===== src/rtl/loader_pkg.sv =====
// Shared types and constants for the UART program loader.
// The loader turns a byte stream into big-endian instruction words.
package loader_pkg;

    typedef enum logic [1:0] {
        IDLE      = 2'd0,
        LOAD      = 2'd1,
        DONE      = 2'd2,
        DONE_FULL = 2'd3
    } loader_state_e;

    localparam logic [31:0] END_MARKER_DEFAULT = 32'hFFFF_FFFF;
    localparam int          BYTES_PER_WORD     = 4;
    localparam int          BYTE_CNT_W         = $clog2(BYTES_PER_WORD);

endpackage


===== src/rtl/byte_assembler.sv =====
// 8-to-32 big-endian shift register with a byte counter.
// word_valid pulses combinationally in the cycle the final byte of a word arrives.
module byte_assembler
    import loader_pkg::*;
(
    input  logic        CLK,
    input  logic        reset,
    input  logic        clr,
    input  logic        en,
    input  logic [7:0]  data,
    output logic        word_valid,
    output logic [31:0] word
);

    logic [BYTE_CNT_W-1:0] cnt_q, cnt_d;
    logic [31:0]           shift_q, shift_d;

    always_comb begin
        shift_d    = shift_q;
        cnt_d      = cnt_q;
        // Word as it will look once the incoming byte is shifted in.
        word       = {shift_q[23:0], data};
        word_valid = en && !clr && (cnt_q == BYTE_CNT_W'(BYTES_PER_WORD - 1));
        if (clr) begin
            shift_d = '0;
            cnt_d   = '0;
        end else if (en) begin
            shift_d = word;
            cnt_d   = cnt_q + 1'b1;
        end
    end

    always_ff @(posedge CLK) begin
        if (reset) begin
            shift_q <= '0;
            cnt_q   <= '0;
        end else begin
            shift_q <= shift_d;
            cnt_q   <= cnt_d;
        end
    end

endmodule


===== src/rtl/program_loader.sv =====
// Loads instruction memory from the UART byte stream, starting at address 0,
// until END_MARKER arrives or memory is full; then reports done to the core.
module program_loader
    import loader_pkg::*;
#(
    parameter int          INST_MEM_WIDTH = 2,
    parameter logic [31:0] END_MARKER     = END_MARKER_DEFAULT
) (
    input  logic                      CLK,
    input  logic                      reset,
    input  logic                      start,
    input  logic [7:0]                rx_data,
    input  logic                      rx_valid,
    output logic                      wr_en,
    output logic [INST_MEM_WIDTH-1:0] wr_addr,
    output logic [31:0]               wr_data,
    output logic                      loading,
    output logic                      done,
    output logic                      overflow,
    output logic [INST_MEM_WIDTH:0]   prog_len
);

    localparam logic [INST_MEM_WIDTH-1:0] LAST_ADDR = {INST_MEM_WIDTH{1'b1}};

    loader_state_e               state_q, state_d;
    logic                        wr_en_q, wr_en_d;
    logic [INST_MEM_WIDTH-1:0]   wr_addr_q, wr_addr_d;
    logic [31:0]                 wr_data_q, wr_data_d;
    logic                        loading_q, loading_d;
    logic                        done_q, done_d;
    logic                        overflow_q, overflow_d;
    logic [INST_MEM_WIDTH:0]     prog_len_q, prog_len_d;

    logic        asm_clr, asm_en, word_valid;
    logic [31:0] word;
    logic        is_marker;

    byte_assembler u_asm (
        .CLK        (CLK),
        .reset      (reset),
        .clr        (asm_clr),
        .en         (asm_en),
        .data       (rx_data),
        .word_valid (word_valid),
        .word       (word)
    );

    assign is_marker = (word == END_MARKER);

    always_comb begin
        state_d    = state_q;
        wr_en_d    = 1'b0;
        wr_addr_d  = wr_addr_q;
        wr_data_d  = wr_data_q;
        overflow_d = overflow_q;
        prog_len_d = prog_len_q;
        asm_clr    = 1'b0;
        asm_en     = 1'b0;

        case (state_q)
            IDLE, DONE: begin
                // Bytes arriving here (including with start) are dropped.
                if (start) begin
                    state_d    = LOAD;
                    asm_clr    = 1'b1;
                    wr_addr_d  = '0;
                    prog_len_d = '0;
                    overflow_d = 1'b0;
                end
            end
            LOAD: begin
                asm_en = rx_valid;
                // Address advances the cycle after its write; it never rolls over.
                if (wr_en_q && wr_addr_q != LAST_ADDR)
                    wr_addr_d = wr_addr_q + 1'b1;
                if (word_valid) begin
                    if (is_marker) begin
                        state_d = DONE;
                    end else begin
                        wr_en_d    = 1'b1;
                        wr_data_d  = word;
                        prog_len_d = prog_len_q + 1'b1;
                        if (wr_addr_q == LAST_ADDR) begin
                            state_d    = DONE_FULL;
                            overflow_d = 1'b1;
                        end
                    end
                end
            end
            DONE_FULL: begin
                if (start) begin
                    state_d    = LOAD;
                    asm_clr    = 1'b1;
                    wr_addr_d  = '0;
                    prog_len_d = '0;
                    overflow_d = 1'b0;
                end else begin
                    // One more word decides whether the load ended exactly at capacity.
                    asm_en = rx_valid;
                    if (word_valid) begin
                        state_d = DONE;
                        if (is_marker)
                            overflow_d = 1'b0;
                    end
                end
            end
            default: state_d = IDLE;
        endcase

        loading_d = (state_d == LOAD);
        done_d    = (state_d == DONE) || (state_d == DONE_FULL);
    end

    always_ff @(posedge CLK) begin
        if (reset) begin
            state_q    <= IDLE;
            wr_en_q    <= 1'b0;
            wr_addr_q  <= '0;
            wr_data_q  <= '0;
            loading_q  <= 1'b0;
            done_q     <= 1'b0;
            overflow_q <= 1'b0;
            prog_len_q <= '0;
        end else begin
            state_q    <= state_d;
            wr_en_q    <= wr_en_d;
            wr_addr_q  <= wr_addr_d;
            wr_data_q  <= wr_data_d;
            loading_q  <= loading_d;
            done_q     <= done_d;
            overflow_q <= overflow_d;
            prog_len_q <= prog_len_d;
        end
    end

    assign wr_en    = wr_en_q;
    assign wr_addr  = wr_addr_q;
    assign wr_data  = wr_data_q;
    assign loading  = loading_q;
    assign done     = done_q;
    assign overflow = overflow_q;
    assign prog_len = prog_len_q;

endmodule


===== config.mk =====
export PLATFORM = sky130hd
export DESIGN_NAME = program_loader
export DESIGN_NICKNAME = d
export VERILOG_FILES = /design/src/rtl/loader_pkg.sv /design/src/rtl/byte_assembler.sv /design/src/rtl/program_loader.sv
export SDC_FILE = /design/constraint.sdc
export NUM_CORES = 1
export LEC_CHECK = 0
export BUFFER_PORTS_ARGS = -buffer_cell sky130_fd_sc_hd__buf_4
export CAP_MARGIN = 20
export CORE_MARGIN = 5
export CORE_UTILIZATION = 30
export CTS_CLUSTER_DIAMETER = 60
export CTS_CLUSTER_SIZE = 20
export DETAILED_ROUTE_END_ITERATION = 12
export PLACE_DENSITY_LB_ADDON = 0.3
export SLEW_MARGIN = 30
export SYNTH_ARGS = -nofsm -noshare
export SYNTH_HDL_FRONTEND = slang
export SYNTH_SLANG_ARGS = --single-unit

===== constraint.sdc =====
create_clock -name CLK -period 1.7 [get_ports CLK]
set_input_delay 0.17 -clock CLK [delete_from_list [all_inputs] [get_ports CLK]]
set_output_delay 0.17 -clock CLK [all_outputs]
set_load 0.01 [all_outputs]

==> metrics, run 1 <==
status finished clean; grt ovf 0; Mapped Area 0.00298 mm2; Port-buffer cells 52; Clock transition at path regs 0.07 ns; Pwr Total between 2 and 3 mW; post-DP HPWL 4.73 mm; YS warnings 0; vias in the first global route 2256; Final Skew 0.00694 ns; Post-synth ARST share 0%; period utilization 93.8%; Die ar. 0.0120 mm2; WS Path Type flip-flop to flip-flop; Antenna Cells 0; Seq pwr share 53.8%; hold_buf cts 0; clock sinks 68; Final nets 396; PwrDens approximately 790 mW/mm2; largest net degree at the start of global routing 41; die height 110 um; layer with the highest usage met2; initial antenna violation count 0; Top Ports 53; Pint about 2.3 mW; DP Area 0.00359 mm2; post-route cell area 0.00378 mm2; Syn Inst Count 316; Area Overhead vs Synth 27.0%; post-synth top area share between 40% and 50%; aggregate global-route resource usage a little under an eighth; root cell of the clock tree clkbuf_8; Unique masters post-synth 33; synth top area cells dfxtp_1 46%, mux2i_1 12%, nand2b_1 9.0%; Worst slew margin 71.6%; NetSw 0.674 mW; crit path DAT roughly 1.9 ns; met1 GRT Util 16.1%; Yosys reg bits 68; Max Fclk 627 MHz; cts repair resizes 0; Via-to-Cell Ratio 4.46; maxcap violations 0; Clock Power Share 40.9%; Peak VDD IR 0.307 mV; wire per inst 13.1 um; antenna violation net count after detailed routing 0; final wirelength 6.78 mm; Pleak around 1.4 nW; critical path, cell by cell ha_2, and4b_2, a21boi_4, buf_12, mux2i_1; clock buffer depth 2; syn nets about 330; critical path endpoint category flip-flop; area leader, netlist dfxtp_1; endpoints failing setup 0; slowest stage cell, crit path dfxtp_1; setup repair bufs after CTS 0; First DRT Iteration DRCs 110; Post-synth top cells 68 x dfxtp_1, 56 x nand2_1, 43 x nand2b_1; met2 GRT Util between 10% and 20%; RePlAce Congestion between 0.7 and 0.8; Max stage delay on crit path 0.36 ns; Worst Path Required a little under 2 ns; share of layout cells above drive strength 1 around 25%; fin util 38.9%; met3 usage 3.17%; Synth Flop Type dfxtp_1; Final Hold Vio Count 0; Core Area 0.00973 mm2; switching power share of the total between 20% and 30%; CTS buffer count 9; Post-synth EDFFs 0; Vias 2315; Die Span X roughly 110 um; Hold WS 0.0963 ns; Slew Viols, Final 0; DR pass1 iterations 4; global-route wire length before repair 11.0 mm; Initial Util 30.6%; buffers and inverters on the worst path 1; part of the Yosys area used for sequential elements 45.8%; most common cell in the netlist dfxtp_1; fin crit period 1.59 ns; num rows 36; drt drc 0; htree depth 3; Worst-Margin Slew 0.420 ns; hold crit path type input port to flip-flop; critical path launch point type flip-flop; crit-path max FO 20; final setup TNS 0 ns; Comb pwr share 5.3%; CTS tree built; RSZ-0062 raised after global routing false; delay-heaviest family, CP flip-flops; average size of a mapped cell between 9 and 10 um2; clk_lat worst skew 0.34 ns
per-stage QoR:
step,setup WS (ns),std cells
after floorplan,0.223,316
after global placement,0.146,503
after detailed placement,0.0838,503
after CTS,0.0642,519
after global routing,0.0132,519
final,0.105,519
sequential cells by signal (all words and copies together) (netlist names):
register	count
u_asm.cnt_q	2
state_q	1
wr_en	1
wr_data	32
wr_addr	2
loading	1
u_asm.shift_q	24
done	1
overflow	1
prog_len	3
worst paths after layout:
check        slack (ns)           start               end  depth (start not counted)
max reg2reg        0.11  u_asm.cnt_q[0]       wr_data[18]                          5
min reg2reg        0.47  u_asm.cnt_q[1]    u_asm.cnt_q[1]                          2
max                0.11  u_asm.cnt_q[0]       wr_data[18]                          5
min                 0.1      rx_data[4]  u_asm.shift_q[4]                          3
power groups by stage:
stage | clock network [mW] | registers [mW] | logic (mW)
detailed placement | 0 | 1.65 | 0.161
floorplan | 0 | 1.65 | 0.0902
CTS | 1.27 | 1.61 | 0.161
global placement | 0 | 1.65 | 0.161
global route | 1.35 | 1.61 | 0.176
finish | 1.22 | 1.61 | 0.159
worst register-to-register path, stage by stage (launching register included):
cell,delay [ns]
dfxtp_1,0.36
ha_2,0.21
and4b_2,0.28
a21boi_4,0.25
buf_12,0.21
mux2i_1,0.21
cell usage in the layout (no fill, tap or decap), types with 2 or more instances in the layout:
cell type and count:
buf_4 72, ha_1 2, dfxtp_1 68, nor4_4 2
nand2b_1 43, nand3_1 3, o21ai_1 3, a21oi_1 30
nand4_1 7, or2b_1 24, clkbuf_8 12, buf_12 2
and2_1 2, mux2i_1 35, clkbuf_1 3, nand2_1 56
nor2_1 4
routing by layer:
layer  vias to the layer above  wire (um)
li1                       1184          -
met1                      1068       3360
met2                        54       2950
met3                         9        347
met4                         0        111
met5                         -          0
area by class of cell:
type	instances	area, um2
fillers	1011	5950
well taps	133	166
repair buffers	74	581
flip-flops and latches	68	1360
clock inverters	1	5.00
clock buffers	15	176
multi-input cells	228	1490
logic make-up (layout without fill, tap and decap cells):
group                      after synthesis  after routing  share of synthesized area [%]
AOI/OAI and AO/OA                       41             41                           7.86
adders and majority gates                3              3                           1.26
DFF                                     68             68                           45.8
muxes                                   35             35                           11.8
and+or+nand+nor                        148            148                           28.5
buffers and inverters                   20             90                           4.54
xor gates and xnor gates                 1              1                          0.294
Power figures use the tool's default switching activity.
==> run 2, diff against run 1 <==
--- a/config.mk
+++ b/config.mk
@@ -16,4 +16,5 @@
 export SLEW_MARGIN = 30
 export SYNTH_ARGS = -nofsm -noshare
 export SYNTH_HDL_FRONTEND = slang
+export SYNTH_HIERARCHICAL = 1
 export SYNTH_SLANG_ARGS = --single-unit
==> metrics, run 2 <==
status finished with violations; failing checks negative setup slack; post-DP HPWL between 4 and 5 mm; Post-synth top cells 68 x dfxtp_1, 61 x nand2b_1, 60 x mux2i_1; clock sinks 68; max reg flops 32; most common cell in the netlist dfxtp_1; Pleak 1.55 nW; Mapped Area 0.00310 mm2; Worst-Margin Slew 0.372 ns; vias in the first global route 2187; WS Path Type flip-flop to flip-flop; crit path DAT 1.99 ns; commonest non-fill, non-tap cell in the layout buf_4; share of layout cells above drive strength 1 31.8%; antenna violation net count after detailed routing 0; First DRT Iteration DRCs 109; Top Ports 53; commonest non-fill, non-tap cells in the layout 75 x buf_4, 64 x dfxtp_1, 60 x nand2b_1, 60 x mux2i_1, 29 x nor2_1; CTS buffer count 9; Final Skew 0.00788 ns; Max Fclk around 570 MHz; Synth Flop Type dfxtp_1; final worst setup slack -0.0617 ns; buffers and inverters on the worst path 2; num rows 37; delay-heaviest family, CP simple AND/OR/NAND/NOR gates; RSZ-0062 raised after global routing true; grt ovf 0; wire per inst 13.9 um; Port-buffer cells 52; syn nets approximately 320; Post-synth ARST share 0%; Antenna Cells 0; DR pass1 iterations 4; root cell of the clock tree clkbuf_8; aggregate global-route resource usage 11.2%; fin util 39.6%; Area Overhead vs Synth 30.0%; CTS tree built; post-synth top area share 43.9%; synth top area cells dfxtp_1 44%, mux2i_1 19%, nand2b_1 12%; Worst slew margin between 70% and 80%; area leader, netlist dfxtp_1; Worst Path Required 1.93 ns; global-route wire length before repair 11.3 mm; Initial Util 30.5%; Via-to-Cell Ratio 4.35; maxcap violations 0; Die ar. 0.0125 mm2; final wirelength 7.10 mm; final setup TNS -0.201 ns; hold crit path type input port to flip-flop; critical path, cell by cell nand2b_4, and2_4, nor2_4, and3b_2, nand2_4, a21oi_4, buf_6, buf_6, mux2_4; Die Span X ~110 um; average size of a mapped cell 10.3 um2; Vias 2218; critical path endpoint category flip-flop; PwrDens 801 mW/mm2; Hold WS 0.0436 ns; placed insts 485; Syn Inst Count 300; slowest stage cell, crit path dfxtp_4; Peak VDD IR 0.276 mV; Yosys reg bits 68; RePlAce Congestion 0.752; initial antenna violation count 0; crit-path max FO 4; Final nets 384; drt drc 0; die height 112 um; largest net degree at the start of global routing 43; Final Hold Vio Count 0; Unique masters post-synth 37; Slew Viols, Final 0; critical path launch point type flip-flop; final cell count without fillers 510; Crit path top cell by count buf_6; YS warnings 6; part of the Yosys area used for sequential elements between 40% and 50%; clk_lat worst skew between 0.3 and 0.4 ns; htree depth 3; Max stage delay on crit path 0.34 ns; clock buffer depth 2; fin crit period 1.76 ns; Post-synth EDFFs 0; Post-Place Setup Slack 0.00517 ns; hold_buf cts 0; Core Area 0.0102 mm2; endpoints failing setup 14; Clock transition at path regs 0.07 ns; period utilization 104%
-- run 2: power by group --
| group | switching [mW] | internal [mW] |
|---|---|---|
| combinational | 0.0885 | 0.0833 |
| sequential | 0.00770 | 1.60 |
| clock | 0.614 | 0.837 |
| total | 0.710 | 2.52 |
-- run 2: per-layer routing --
| layer | GRT usage (%) | vias to the layer above | routed length (um) |
|---|---|---|---|
| li1 | - | 1139 | - |
| met1 | 14.3 | 1033 | 3290 |
| met2 | 17.6 | 38 | 3380 |
| met3 | 4.13 | 8 | 342 |
| met4 | 3.89 | 0 | 96 |
| met5 | 0 | - | 0 |
-- run 2: final timing paths --
check                end  cells past startpoint  slack, ns       start
max          prog_len[0]                      9      -0.06        done
min                wr_en                      2       0.04       reset
max reg2reg  prog_len[0]                      9      -0.06        done
min reg2reg   wr_data[6]                      2       0.48  wr_data[6]
-- run 2: area by class of cell --
class	count	area, um2
Sequential cell	68	1370
Clock inverter	3	41.3
Tap cell	136	170
Timing Repair Buffer	84	723
Clock buffer	13	179
Multi-Input combinational cell	203	1540
Fill cell	1037	6150
Inverter	3	11.3
-- run 2: timing repair --
item	CTS	global route
pin swaps	0	1
resized for setup	1	9
setup buffers	0	6
cloned	0	3
endpoints found under the setup margin	5	35
-- run 2: kinds of logic (layout without fill, tap and decap cells) --
logic type / after synthesis / in the layout / share of synthesized area [%]
AOI/OAI and AO/OA: 15 / 15 / 3.27
muxes: 61 / 61 / 19.7
xor gates and xnor gates: 1 / 1 / 0.282
buffers and inverters: 29 / 103 / 7.98
and+or+nand+nor: 123 / 123 / 23.7
adders and majority gates: 3 / 3 / 1.21
DFF: 68 / 68 / 43.9
-- run 2: stage by stage --
| stage | power [mW] | cell area, um2 |
|---|---|---|
| 2_1_floorplan | 1.78 | 3130 |
| 3_3_place_gp | 1.81 | 3660 |
| 3_5_place_dp | 1.81 | 3660 |
| 4_1_cts | 3.26 | 3880 |
| 5_1_grt | 3.36 | 4030 |
| 6_report | 3.23 | 4030 |
==> run 3, diff against run 2 <==
--- a/config.mk
+++ b/config.mk
@@ -13,6 +13,7 @@
 export CTS_CLUSTER_SIZE = 20
 export DETAILED_ROUTE_END_ITERATION = 12
 export PLACE_DENSITY_LB_ADDON = 0.3
+export SKIP_CTS_REPAIR_TIMING = 1
 export SLEW_MARGIN = 30
 export SYNTH_ARGS = -nofsm -noshare
 export SYNTH_HDL_FRONTEND = slang
==> metrics, run 3 (synthesized netlist as in run 2, its figures left out) <==
status finished with violations; failing checks negative setup slack; Peak VDD IR 0.276 mV; Slew Viols, Final 0; Die Span X 112 um; critical path startpoint done; Worst slew margin 73.6%; crit-path max FO 4; maxcap violations 0; Final nets roughly 380; Vias 2224; Max Fclk 566 MHz; Worst Hold Depth 2; Antenna Cells 0; wire per inst 14.1 um; First DRT Iteration DRCs between 100 and 150; slowest stage cell, crit path dfxtp_4; largest net degree at the start of global routing 43; clk_lat worst skew between 0.3 and 0.4 ns; DR pass1 iterations 4; max reg flops 32; htree depth 3; Crit path top cell by count buf_6; Max stage delay on crit path ~0.34 ns; num rows 37; clock buffer depth 2; final wirelength 7.17 mm; period utilization 104%; WS Path Type flip-flop to flip-flop; RSZ-0062 raised after global routing true; Initial Util 30.5%; RePlAce Congestion 0.752; r2r worst-path depth 9; Worst-Margin Slew 0.391 ns; Worst Path Required 1.93 ns; drt drc 0; Clock transition at path regs roughly 0.070 ns; initial antenna violation count 0; buffers and inverters on the worst path 2; global-route wire length before repair approximately 11 mm; Final Skew 0.00790 ns; commonest non-fill, non-tap cells in the layout 75 x buf_4, 64 x dfxtp_1, 60 x nand2b_1, 60 x mux2i_1, 29 x nor2_1; Die ar. 0.0125 mm2; Final Hold Vio Count 0; grt ovf 0; critical path launch point type flip-flop; root cell of the clock tree clkbuf_8; setup slack, reg-to-reg -0.07 ns; critical path, cell by cell nand2b_4, and2_4, nor2_4, and3b_2, nand2_4, a21oi_4, buf_6, buf_6, mux2_4; commonest non-fill, non-tap cell in the layout buf_4; Port-buffer cells 52; aggregate global-route resource usage 11.2%; post-DP HPWL 4.84 mm; Hold WS 0.0408 ns; clock sinks 68; share of layout cells above drive strength 1 32.1%; hold_sp reset; Area Overhead vs Synth 30.1%; final worst setup slack -0.0672 ns; crit path DAT 2.00 ns; PwrDens 800 mW/mm2; CTS buffer count 9; endpoints failing setup 16; Top Ports 53; critical path endpoint category flip-flop; hold crit path type input port to flip-flop; vias in the first global route 2193; Hold Path End wr_en; fin crit period approximately 1.8 ns; fin util 39.6%; CTS tree built; RR Startpoint done; Core Area 0.0102 mm2; die height 112 um; worst r2r dst prog_len[0]; Pleak 1.55 nW; Via-to-Cell Ratio between 4 and 5; antenna violation net count after detailed routing 0; delay-heaviest family, CP simple AND/OR/NAND/NOR gates
-- run 3: worst register-to-register path, cell delays in order (launching register included) --
cell and delay (ns):
dfxtp_4 0.34, nand2b_4 0.14, and2_4 0.15, nor2_4 0.08, and3b_2 0.23, nand2_4 0.06
a21oi_4 0.16, buf_6 0.13, buf_6 0.09, mux2_4 0.28
-- run 3: layout make-up --
| cell class | instances | area (um2) |
|---|---|---|
| Sequential cell | 68 | 1370 |
| Clock inverter | 3 | 41.3 |
| Fill cell | 1042 | 6150 |
| Clock buffer | 13 | 179 |
| Multi-Input combinational cell | 203 | 1540 |
| Tap cell | 136 | 170 |
| Inverter | 3 | 11.3 |
| Timing Repair Buffer | 84 | 723 |
-- run 3: report_power, final --
part | internal [mW] | switching [mW] | total (mW)
clock network | 0.837 | 0.612 | 1.45
logic | 0.0833 | 0.0895 | 0.173
registers | 1.60 | 0.00775 | 1.61
total | 2.52 | 0.710 | 3.23
-- run 3: worst max-delay path by stage --
stage / to / slack, ns / depth (start not counted)
3_5_place_dp: wr_data[20] / 0.005 / 8
3_3_place_gp: wr_data[19] / 0.05 / 8
5_1_grt: prog_len[0] / -0.10 / 9
2_1_floorplan: prog_len[0] / -0.31 / 10
6_report: prog_len[0] / -0.07 / 9
4_1_cts: wr_data[20] / -0.01 / 8
-- run 3: routing by layer --
metal | global-route usage [%] | share of wire (%) | vias to the layer above
met2 | 17.6 | 47 | 38
met3 | 4.13 | 4.8 | 8
met1 | 14.2 | 47 | 1044
met4 | 3.89 | 1.5 | 0
li1 | - | - | 1134
met5 | 0 | 0 | -
-- run 3: per-stage QoR --
stage                     power, mW  worst slack [ns]  TNS, ns  area (um2)  cells
after floorplan                1.78            -0.306    -8.61        3130    300
after detailed placement       1.81           0.00517        0        3660    485
after CTS                      3.26           -0.0119  -0.0238        3880    501
final                          3.23           -0.0672   -0.282        4040    510
after global routing           3.36            -0.104    -2.59        4040    510
after global placement         1.81            0.0500        0        3660    485
